File: src/rtl/lc4_ss_issue_ctl.sv
// Dual-issue scheduler for the two-pipe LC4 core: decides how many of the decode
// pair enter X, tracks what went to X for load-use detection, and counts stalls/dual issues.
module lc4_ss_issue_ctl #(
    parameter int CNT_W = 16
) (
    input  logic             clk,
    input  logic             rst_n,
    input  logic             gwe,
    input  logic             i_flush,
    input  logic             i_vld_A,
    input  logic             i_vld_B,
    input  logic [2:0]       i_rs_A,
    input  logic [2:0]       i_rt_A,
    input  logic [2:0]       i_rd_A,
    input  logic             i_rs_re_A,
    input  logic             i_rt_re_A,
    input  logic             i_rd_we_A,
    input  logic             i_is_load_A,
    input  logic             i_is_mem_A,
    input  logic             i_is_ctl_A,
    input  logic [2:0]       i_rs_B,
    input  logic [2:0]       i_rt_B,
    input  logic [2:0]       i_rd_B,
    input  logic             i_rs_re_B,
    input  logic             i_rt_re_B,
    input  logic             i_rd_we_B,
    input  logic             i_is_load_B,
    input  logic             i_is_mem_B,
    output logic             o_issue_A,
    output logic             o_issue_B,
    output logic             o_switch,
    output logic [1:0]       o_fetch_adv,
    output logic [CNT_W-1:0] o_stall_cnt,
    output logic [CNT_W-1:0] o_dual_cnt
);

    localparam logic [CNT_W-1:0] CNT_MAX = '1;

    logic       xa_vld, xa_rd_we, xa_is_load;
    logic [2:0] xa_rd;
    logic       xb_vld, xb_rd_we, xb_is_load;
    logic [2:0] xb_rd;

    logic lu_a, lu_b, raw_ab, issue_a, issue_b;

    // A consumer stalls on any valid X-stage load that writes one of its enabled sources
    function automatic logic load_hit(
        input logic       vld,
        input logic       is_load,
        input logic       rd_we,
        input logic [2:0] rd,
        input logic [2:0] rs,
        input logic       rs_re,
        input logic [2:0] rt,
        input logic       rt_re
    );
        return vld & is_load & rd_we & ((rs_re & (rs == rd)) | (rt_re & (rt == rd)));
    endfunction

    always_comb begin
        lu_a = load_hit(xa_vld, xa_is_load, xa_rd_we, xa_rd, i_rs_A, i_rs_re_A, i_rt_A, i_rt_re_A)
             | load_hit(xb_vld, xb_is_load, xb_rd_we, xb_rd, i_rs_A, i_rs_re_A, i_rt_A, i_rt_re_A);
        lu_b = load_hit(xa_vld, xa_is_load, xa_rd_we, xa_rd, i_rs_B, i_rs_re_B, i_rt_B, i_rt_re_B)
             | load_hit(xb_vld, xb_is_load, xb_rd_we, xb_rd, i_rs_B, i_rs_re_B, i_rt_B, i_rt_re_B);
        raw_ab = i_rd_we_A & ((i_rs_re_B & (i_rs_B == i_rd_A)) | (i_rt_re_B & (i_rt_B == i_rd_A)));
        issue_a = i_vld_A & ~lu_a & ~i_flush;
        // WAW inside the pair is deliberately allowed: the register file lets B win
        issue_b = issue_a & i_vld_B & ~lu_b & ~raw_ab
                & ~(i_is_mem_A & i_is_mem_B) & ~i_is_ctl_A;
    end

    assign o_issue_A   = issue_a;
    assign o_issue_B   = issue_b;
    assign o_switch    = issue_a & i_vld_B & ~issue_b;
    assign o_fetch_adv = issue_b ? 2'd2 : (issue_a ? 2'd1 : 2'd0);

    // A stall or flush leaves a bubble in X because the valid bits follow the issue decision
    always_ff @(posedge clk or negedge rst_n) begin
        if (!rst_n) begin
            xa_vld     <= 1'b0;
            xa_rd      <= 3'd0;
            xa_rd_we   <= 1'b0;
            xa_is_load <= 1'b0;
            xb_vld     <= 1'b0;
            xb_rd      <= 3'd0;
            xb_rd_we   <= 1'b0;
            xb_is_load <= 1'b0;
        end else if (gwe) begin
            xa_vld     <= issue_a;
            xa_rd      <= i_rd_A;
            xa_rd_we   <= i_rd_we_A;
            xa_is_load <= i_is_load_A;
            xb_vld     <= issue_b;
            xb_rd      <= i_rd_B;
            xb_rd_we   <= i_rd_we_B;
            xb_is_load <= i_is_load_B;
        end
    end

    always_ff @(posedge clk or negedge rst_n) begin
        if (!rst_n) begin
            o_stall_cnt <= '0;
            o_dual_cnt  <= '0;
        end else if (gwe) begin
            if (i_vld_A && !issue_a && !i_flush && o_stall_cnt != CNT_MAX)
                o_stall_cnt <= o_stall_cnt + CNT_W'(1);
            if (issue_b && o_dual_cnt != CNT_MAX)
                o_dual_cnt <= o_dual_cnt + CNT_W'(1);
        end
    end

endmodule
File: config.mk
export PLATFORM = sky130hd
export DESIGN_NAME = lc4_ss_issue_ctl
export DESIGN_NICKNAME = d
export VERILOG_FILES = /design/src/rtl/lc4_ss_issue_ctl.sv
export SDC_FILE = /design/constraint.sdc
export NUM_CORES = 1
export LEC_CHECK = 0
export CORE_ASPECT_RATIO = 1.1
export CORE_MARGIN = 2
export CORE_UTILIZATION = 52
export DETAILED_ROUTE_END_ITERATION = 10
export GPL_TIMING_DRIVEN = 1
export PLACE_DENSITY = 0.84
export SYNTH_ARGS = -nofsm -noshare
export SYNTH_HDL_FRONTEND = slang
export SYNTH_SLANG_ARGS = --single-unit
File: constraint.sdc
create_clock -name clk -period 4.1 [get_ports clk]
set_clock_uncertainty 0.15 [all_clocks]
set_input_delay 0.41 -clock clk [delete_from_list [all_inputs] [get_ports clk]]
set_output_delay 0.41 -clock clk [all_outputs]
set_load 0.02 [all_outputs]
==> results.md, run 1 <==
* Post-CTS sizing at 0
* Initial antenna violation count at 0
* CP endpoint kind: output port
* Crit path max-delay cell type: nor4b_2
* Fillers at 352
* Port bufs at 71
* Post-CTS Setup Bufs at 0
* GRT overflow at 0
* Post-route setup slack at 0.776 ns
* Clock insertion delay at the later pin of the skew report at 0.29 ns
* Final worst path period need at 3.32 ns
* Number of CTS-inserted buffers at 5
* Mapped Nets at 282
* Worst Tran Pin Value at 0.948 ns
* Syn_area_per_cell at 10.3 um2
* Final setup fails at 0
* CP Cell Sequence: clkdlybuf4s50_1 > xnor2_1 > nand4_1 > a21oi_1 > nor4b_2 > and2_1 > clkdlybuf4s50_1
* Placed inst area at 0.00325 mm2
* CP max FO at 6
* Synth top area cells: dfrtp_1, xnor2_1, mux2_2
* Primary FF master, synth: dfrtp_1
* Row cnt at 26
* # H-tree levels at 2
* Top-count cell post-synth: xnor2_1
* Hold-fix buffers, CTS at 0
* Placed Instances at 363
* Post-synthesis sequential area ratio at 43.7%
* DP Wirelength at 4360 um
* End-of-flow core utilization at 71.6%
* Reg2Reg Depth at 6
* CTS tree: yes
* Die width at 70.4 um
* Routed via count at 2050
* Antenna Nets Post-Route at 0
* List of most frequent post-synthesis cells: xnor2_1, dfrtp_1, nand3_1
* Largest net degree at the start of global routing at 45
* 1st-pass router iterations at 4
* Top cell type's share of synthesized area at 43.7%
* Total GRT Usage at 22.1%
* Final instance area at 0.00333 mm2
* RSZ-0062 raised after global routing: false
* Root buffer cell: clkbuf_8
* CP Buf/Inv Count at 2
* Synthesized cell area at 0.00252 mm2
* Layout cells sized above 1 at 8.92%
* Crit path DAT at 2.76 ns
* Final Hold Vio Count at 0
* Power per Cell Area at 279 mW/mm2
* Vias in the first global route at 2030
* Max_cap viols at 0
* Fin crit share at 81.1%
* Count of different cell masters after synthesis at 39
* Antenna Cells at 0
* Clk slew on worst S/H paths at 0.08 ns
* Slew Viols, Final at 0
* Rel. slew slack at 36.8%
* Yosys warnings at 0
* Post-synth ARST share at 100%
* Outcome: finished, final reports clean
* Hold_ws at 0.108 ns
* CP top delay family: buffers and inverters
* Most frequent CP cell: clkdlybuf4s50_1
* Die H at 77.0 um
* CP Launch Type: primary input
* Final Instance Count excl. Fillers at 370
* Critical path's largest stage delay at 0.65 ns
* Drt via density at 5.54
* Peak Freq at 0.301 GHz
* Final TNS setup at 0 ns
* Core area at 0.00465 mm2
* Detailed-route DRC error count at 0
* CTS sink count at 44
* RD Place Congestion at 0.863
* First-pass GRT wire length at 9530 um
* Initial core utilization at 54.2%
* Peak supply drop at 0.000221 V
* Drt wl/cell at 15.6 um
* Overall Power at 929 uW
* Leak pwr at 1.34 nW
* Die Area at 0.00542 mm2
* Number of synthesized flops with an enable pin at 0
* CTS Buffer Depth at 2
* Critical path class: primary input to output port
* IO Pins at 72
* WP depth at 7
* Iteration-0 DRC Markers at 155
* Routed WL at 5790 um
* Post-synthesis register bit count at 44
* WP data required at 3.54 ns
* Final net count at 351
* Pre-CTS WS at 0.782 ns
* Area Growth Syn to Fin at 32.1%
* Most area-hungry cell type in the Yosys netlist: dfrtp_1
* HP Class: primary input to async pin
* Instance count of the mapped netlist at 245
-- final timing paths --
| kind | start | to | slack, ns |
|---|---|---|---|
| max in group asynchronous | rst_n | xa_rd[2]$_DFFE_PN0P_ | 3.10 |
| max | i_rs_A[1] | o_fetch_adv[1] | 0.78 |
| max reg2reg | o_dual_cnt[0]$_DFFE_PN0P_ | o_dual_cnt[1]$_DFFE_PN0P_ | 1.65 |
| min reg2reg | o_dual_cnt[15]$_DFFE_PN0P_ | o_dual_cnt[15]$_DFFE_PN0P_ | 0.34 |
| min | rst_n | o_dual_cnt[2]$_DFFE_PN0P_ | 0.11 |
| min in group clk | o_dual_cnt[15]$_DFFE_PN0P_ | o_dual_cnt[15]$_DFFE_PN0P_ | 0.34 |
-- cell families after synthesis --
logic type               count (synthesis)  synth area share, %
AO/OA/AOI/OAI                           11                 2.83
flip-flops                              44                 43.7
adder cells (fa/ha/maj)                  2                0.992
multiplexers                            13                 5.90
XOR/XNOR                                59                 20.5
AND/OR/NAND/NOR                         98                 22.6
buffers and inverters                   18                 3.52
-- cell usage in the layout (no fill, tap or decap), types with 6 or more instances in the layout --
| cell type | instances |
|---|---|
| clkdlybuf4s50_1 | 70 |
| xnor2_1 | 47 |
| dfrtp_1 | 44 |
| nand3_1 | 19 |
| nand4_1 | 16 |
| nand2_1 | 13 |
| nor3_1 | 13 |
| xor2_1 | 12 |
| mux2_2 | 10 |
| nor2_1 | 9 |
| nor4_1 | 7 |
| inv_1 | 6 |
-- worst register-to-register path: cells and delay by family (launching register included) --
family        cells  cell delay [ns]
fa+ha+maj         1             0.21
simple gates      4             1.21
mux               1             0.33
flops             1             0.44
-- registers in the layout (all words and copies together) (netlist names) --
signal and flops:
xb_rd 3, xb_vld 1, xb_is_load 1, o_stall_cnt 16, xb_rd_we 1, xa_rd_we 1
xa_rd 3, xa_vld 1, o_dual_cnt 16, xa_is_load 1
-- power by group --
part           leakage (nW)  switching (mW)  internal [mW]  total (mW)
Clock                0.0410           0.140          0.116       0.256
Combinational         0.728          0.0791          0.104       0.184
Sequential            0.572          0.0332          0.456       0.489
Total                  1.34           0.252          0.677       0.929
-- routing by layer --
metal	wire length [um]	GRT usage [%]	up-vias
li1	-	-	993
met1	2560	29.5	989
met2	2800	35.0	59
met3	344	5.52	9
met4	76	7.88	0
met5	0	0	-
-- final cells by class --
cell class | instances | area (um2) | share of cell area (%)
clock buffer | 6 | 72.6 | 2.18
sequential | 44 | 1100 | 33.0
tap | 56 | 70.1 | 2.10
timing repair buffer | 74 | 728 | 21.9
multi-input combinational | 183 | 1330 | 40.0
inverter | 6 | 22.5 | 0.676
clock inverter | 1 | 5.00 | 0.150
(Power assumes the default switching activity.)
==> run 2: changes to the inputs <==
--- a/config.mk
+++ b/config.mk
@@ -7,10 +7,10 @@
 export LEC_CHECK = 0
 export CORE_ASPECT_RATIO = 1.1
 export CORE_MARGIN = 2
-export CORE_UTILIZATION = 52
+export CORE_UTILIZATION = 43
 export DETAILED_ROUTE_END_ITERATION = 10
 export GPL_TIMING_DRIVEN = 1
-export PLACE_DENSITY = 0.84
+export PLACE_DENSITY = 0.74
 export SYNTH_ARGS = -nofsm -noshare
 export SYNTH_HDL_FRONTEND = slang
 export SYNTH_SLANG_ARGS = --single-unit
==> constraint.sdc (replaced) <==
create_clock -name clk -period 2.9 [get_ports clk]
set_clock_uncertainty 0.15 [all_clocks]
set_input_delay 0.29 -clock clk [delete_from_list [all_inputs] [get_ports clk]]
set_output_delay 0.29 -clock clk [all_outputs]
set_load 0.02 [all_outputs]
==> results.md, run 2 (same netlist as run 1, synthesis figures left out) <==
* Outcome: finished, final reports clean
* Reg2Reg Depth at 5 (-1)
* Slew Viols, Final at 0 (unchanged)
* Crit path max-delay cell type: or4b_2
* CP Launch Type: primary input
* Final Instance Count excl. Fillers at 400 (+8.1%)
* Vias in the first global route at 2009 (-1.0%)
* Row cnt at 29 (+12%)
* Fillers at 520 (+48%)
* Peak Freq at 0.360 GHz
* Peak supply drop at 0.000346 V (+56%)
* Total net switching power at 357 uW (+42%)
* GRT overflow at 0 (unchanged)
* R2r setup slk at 0.58 ns (-1.07 ns)
* Worst r2r dst: o_stall_cnt[1]$_DFFE_PN0P_
* Overall Power at 1.32 mW (+42%)
* Gate power share at 19.9% (about the same)
* Area Growth Syn to Fin at 36.4%
* Clock insertion delay at the later pin of the skew report at 0.29 ns (about the same)
* CTS Buffer Depth at 2 (unchanged)
* IO Pins at 72 (unchanged)
* Final Hold Vio Count at 0 (unchanged)
* Leak pwr at 1.45 nW (+8.2%)
* HP Class: primary input to async pin
* Final net count at 360 (+2.6%)
* RSZ-0062 raised after global routing: false
* Placed Instances at 393 (+8.3%)
* Total GRT Usage at 18.4% (-3.7 points)
* Routed via count at 2038 (-0.59%)
* Die width at 77.0 um (+9.4%)
* Clk slew on worst S/H paths at 0.08 ns (about the same)
* Largest net degree at the start of global routing at 45 (unchanged)
* Core area at 0.00573 mm2 (+23%)
* First-pass GRT wire length at 9530 um (unchanged)
* Final worst path period need at 2.78 ns
* CTS sink count at 44 (unchanged)
* Detailed-route DRC error count at 0 (unchanged)
* CP max FO at 3 (-3)
* Worst Tran Pin Value at 0.977 ns (+0.0293 ns)
* Root buffer cell: clkbuf_8
* Drt via density at 5.10 (-8.0%)
* Routed WL at 5790 um (about the same)
* Biggest regs: o_dual_cnt: 16 flops, o_stall_cnt: 16 flops
* Final instance area at 0.00344 mm2 (+3.3%)
* Initial core utilization at 44.0% (-10 points)
* Commonest cells after routing, fill and taps aside: clkdlybuf4s50_1, xnor2_1, dfrtp_1
* Drt wl/cell at 14.5 um (-7.5%)
* Crit path from: i_rs_B[2]
* Power per Cell Area at 383 mW/mm2 (+37%)
* Die H at 84.3 um (+9.5%)
* RD Place Congestion at 0.822 (-4.7%)
* CP endpoint kind: output port
* Sw frac at 27.1% (about the same)
* Port bufs at 71 (unchanged)
* Max_cap viols at 0 (unchanged)
* Internal power at 960 uW (+42%)
* DP Wirelength at 4470 um (+2.5%)
* Number of CTS-inserted buffers at 5 (unchanged)
* Most common cell after layout, fill and taps aside: clkdlybuf4s50_1
* Die Area at 0.00650 mm2 (+20%)
* Antenna Cells at 0 (unchanged)
* Rel. slew slack at 34.9% (-2.0 points)
* Seq pwr share at 52.7% (about the same)
* Post-CTS Setup Bufs at 0 (unchanged)
* WP data required at 2.46 ns (-1.08 ns)
* 1st-pass router iterations at 4 (unchanged)
* Initial antenna violation count at 0 (unchanged)
* # H-tree levels at 2 (unchanged)
* Final setup fails at 0 (unchanged)
* Fin crit share at 95.9%
* CTS tree: yes
* RR Startpoint: o_stall_cnt[3]$_DFFE_PN0P_
* Layout cells sized above 1 at 12.4% (+3.5 points)
* Clk pwr share at 27.4% (about the same)
* Antenna Nets Post-Route at 0 (unchanged)
* Critical path class: primary input to output port
* Crit path DAT at 2.34 ns (-0.42 ns)
* Placed inst area at 0.00335 mm2 (+2.9%)
* CP Cell Sequence: clkdlybuf4s50_1 > xnor2_1 > nand4_1 > a21oi_1 > or4b_2 > and3_1 > dlygate4sd2_1
* Critical Path End: o_switch
* Iteration-0 DRC Markers at 128 (-17%)
* Critical path's largest stage delay at 0.67 ns (+0.02 ns)
run 2: cell type report:
| class | instances | area (um2) | share of cell area (%) |
|---|---|---|---|
| clock inverter | 2 | 12.5 | 0.364 |
| inverter | 6 | 22.5 | 0.655 |
| multi-input combinational | 183 | 1330 | 38.7 |
| sequential | 44 | 1100 | 32.1 |
| clock buffer | 5 | 68.8 | 2.00 |
| tap | 77 | 96.3 | 2.80 |
| timing repair buffer | 83 | 805 | 23.4 |
run 2: metal layers:
layer | vias to the layer above | share of wire [%] | GRT usage, %
met4 | 0 | 1.4 | 5.68
met2 | 52 | 49 | 30.8
met1 | 973 | 45 | 24.0
met5 | - | 0 | 0
met3 | 7 | 4.5 | 3.98
li1 | 1006 | - | -
run 2: metrics by stage:
step | worst slack (ns) | hold WS (ns) | TNS [ns] | util [%]
finish | 0.120 | 0.0103 | 0 | 60.0
global route | 0.0556 | 0.0879 | 0 | 60.0
CTS | 0.0363 | 0.0303 | 0 | 59.8
detailed placement | -0.118 | 0.329 | -0.118 | 58.4
global placement | -0.0737 | 0.324 | -0.0737 | 58.4
floorplan | 0.391 | -0.156 | 0 | -
run 2: worst min path at each step:
stage,startpoint,end,slack [ns],cells past startpoint
final,rst_n,o_dual_cnt[1]$_DFFE_PN0P_,0.01,1
after global routing,rst_n,xb_rd[2]$_DFFE_PN0P_,0.09,1
after CTS,rst_n,o_dual_cnt[9]$_DFFE_PN0P_,0.03,1
after detailed placement,xa_vld$_DFFE_PN0P_,xa_vld$_DFFE_PN0P_,0.33,1
after global placement,xa_vld$_DFFE_PN0P_,xa_vld$_DFFE_PN0P_,0.32,1
after floorplan,rst_n,o_dual_cnt[0]$_DFFE_PN0P_,-0.16,0
run 2: repair_timing:
item / 4_1_cts / 5_1_grt
setup endpoints to repair: 1 / 3
hold buffers: 0 / 0
pin swaps: 0 / 2
gates resized for setup: 1 / 6
run 2: power by group through the flow:
| stage | sequential (mW) | combinational, mW | clock [mW] |
|---|---|---|---|
| after CTS | 0.693 | 0.266 | 0.377 |
| after detailed placement | 0.705 | 0.265 | 0 |
| after floorplan | 0.702 | 0.132 | 0 |
| after global placement | 0.703 | 0.260 | 0 |
| after global routing | 0.700 | 0.284 | 0.402 |
| final | 0.693 | 0.262 | 0.361 |
run 2: critical path, delay by kind of cell:
family | cells | cell delay [ns]
AND/OR/NAND/NOR | 3 | 0.95
XOR/XNOR | 1 | 0.17
buffers and inverters | 2 | 0.81
AO/OA/AOI/OAI | 1 | 0.11
==> run 3: changes to the inputs <==
--- a/config.mk
+++ b/config.mk
@@ -11,6 +11,7 @@
 export DETAILED_ROUTE_END_ITERATION = 10
 export GPL_TIMING_DRIVEN = 1
 export PLACE_DENSITY = 0.74
+export RECOVER_POWER = 100
 export SYNTH_ARGS = -nofsm -noshare
 export SYNTH_HDL_FRONTEND = slang
 export SYNTH_SLANG_ARGS = --single-unit
==> results.md, run 3 (same netlist as run 1, synthesis figures left out) <==
* CP Launch Type: primary input
* WP data required at 2.46 ns (about the same)
* IO Pins at 72 (unchanged)
* Leak pwr at 1.44 nW (-0.62%)
* Outcome: finished, final reports clean
* Power per Cell Area at 388 mW/mm2 (+1.4%)
* Routed via count at 2044 (+0.29%)
* Final TNS setup at 0 ns (unchanged)
* Final Hold Vio Count at 0 (unchanged)
* Initial core utilization at 44.0% (unchanged)
* Routed WL at 5760 um (-0.48%)
* Die H at 84.3 um (unchanged)
* Final setup fails at 0 (unchanged)
* Biggest regs: o_dual_cnt: 16 flops, o_stall_cnt: 16 flops
* Die Area at 0.00650 mm2 (unchanged)
* CP max FO at 3 (unchanged)
* Vias in the first global route at 2009 (unchanged)
* Drt wl/cell at 14.4 um (-0.48%)
* Antenna Cells at 0 (unchanged)
* Most common cell after layout, fill and taps aside: xnor2_1
* Antenna Nets Post-Route at 0 (unchanged)
* First-pass GRT wire length at 9530 um (unchanged)
* GRT overflow at 0 (unchanged)
* Number of CTS-inserted buffers at 5 (unchanged)
* Fin crit share at 95.9% (about the same)
* 1st-pass router iterations at 4 (unchanged)
* # H-tree levels at 2 (unchanged)
* Detailed-route DRC error count at 0 (unchanged)
* Fillers at 540 (+3.8%)
* CTS Buffer Depth at 2 (unchanged)
* Largest net degree at the start of global routing at 45 (unchanged)
* Peak supply drop at 0.000341 V (-1.5%)
* Core area at 0.00573 mm2 (unchanged)
* Crit path DAT at 2.34 ns (about the same)
* Max_cap viols at 0 (unchanged)
* Drt via density at 5.11 (+0.29%)
* Iteration-0 DRC Markers at 122 (-4.7%)
* Port bufs at 71 (unchanged)
* Critical path class: primary input to output port
* Row cnt at 29 (unchanged)
* Clk slew on worst S/H paths at 0.08 ns (about the same)
* CP endpoint kind: output port
* Root buffer cell: clkbuf_8
* HP Class: primary input to async pin
* Layout cells sized above 1 at 9.29% (-3.1 points)
* RSZ-0062 raised after global routing: false
* Die width at 77.0 um (unchanged)
* Rel. slew slack at 35.4% (+0.51 points)
* Worst Tran Pin Value at 0.970 ns (-0.00765 ns)
* Commonest cells after routing, fill and taps aside: xnor2_1, dfrtp_1, dlygate4sd3_1
* Overall Power at 1.31 mW (-0.81%)
* RD Place Congestion at 0.822 (unchanged)
* Slew Viols, Final at 0 (unchanged)
* DP Wirelength at 4470 um (unchanged)
* Final worst path period need at 2.78 ns (+0.00000600 ns)
* CTS sink count at 44 (unchanged)
* Total GRT Usage at 18.4% (unchanged)
* CTS tree: yes
* Area Growth Syn to Fin at 33.5%
* Final net count at 360 (unchanged)
* Clock insertion delay at the later pin of the skew report at 0.29 ns (about the same)
* Peak Freq at 0.360 GHz (about the same)
* Initial antenna violation count at 0 (unchanged)
==> run 3: changes by cell type in the layout (fill, tap and decap cells not counted), sizes merged <==
cell           previous run  this run
clkdlybuf4s50            65        32
dlygate4sd3               0        33
clkbuf                    5        14
buf                      13         7
dlymetal6s2s              4         1
==> run 3: repair_timing <==
item | CTS | global route
pin swaps | 0 | 2
endpoints found under the setup margin | 1 | 3
buffers inserted | 0 | 0
hold buffers | 0 | 0
resized for setup | 1 | 6
gates cloned | 0 | 0
==> run 3: layer usage <==
layer	vias up	track usage, %	part of all wire, %
met5	-	0	0
met4	0	5.68	1.4
met3	8	3.98	3.8
met2	45	30.8	49
met1	983	24.0	46
li1	1008	-	-
==> run 3: worst max-delay path, cell delays in order <==
cell	delay, ns
clkdlybuf4s50_1	0.50
xnor2_1	0.17
nand4_1	0.09
a21oi_1	0.11
or4b_2	0.67
and3_1	0.19
dlygate4sd2_1	0.31
==> run 3: final timing paths <==
path | startpoint | endpoint | slack [ns] | cells after the start
max | i_rs_B[2] | o_switch | 0.12 | 7
min | rst_n | o_dual_cnt[1]$_DFFE_PN0P_ | 0.007 | 1
max reg2reg | xa_rd[0]$_DFFE_PN0P_ | o_dual_cnt[1]$_DFFE_PN0P_ | 0.21 | 7
min reg2reg | xa_vld$_DFFE_PN0P_ | xa_vld$_DFFE_PN0P_ | 0.34 | 1
max in group asynchronous | rst_n | xb_rd[2]$_DFFE_PN0P_ | 1.94 | 1
min in group clk | xa_vld$_DFFE_PN0P_ | xa_vld$_DFFE_PN0P_ | 0.34 | 1
==> run 3: cell type report <==
class	instances	area (um2)	share of cell area (%)
clock buffers	5	68.8	2.04
clock inverters	2	12.5	0.372
inverters	6	22.5	0.669
multi-input cells	183	1310	38.8
flip-flops and latches	44	1100	32.8
well taps	77	96.3	2.86
repair buffers	83	756	22.4
==> run 3: power by group <==
group / switching, mW / internal (mW)
Clock: 0.199 / 0.163
Sequential: 0.0466 / 0.646
Combinational: 0.111 / 0.141
==> run 3: metrics by stage <==
stage	cells	hold slack (ns)	util (%)	area (um2)	worst slack, ns
2_1_floorplan	245	-0.156	-	2520	0.391
3_3_place_gp	393	0.324	58.4	3350	-0.0737
3_5_place_dp	393	0.329	58.4	3350	-0.118
4_1_cts	400	0.0303	59.8	3430	0.0363
5_1_grt	400	0.0879	58.7	3370	0.0556
6_report	400	0.00675	58.7	3370	0.120
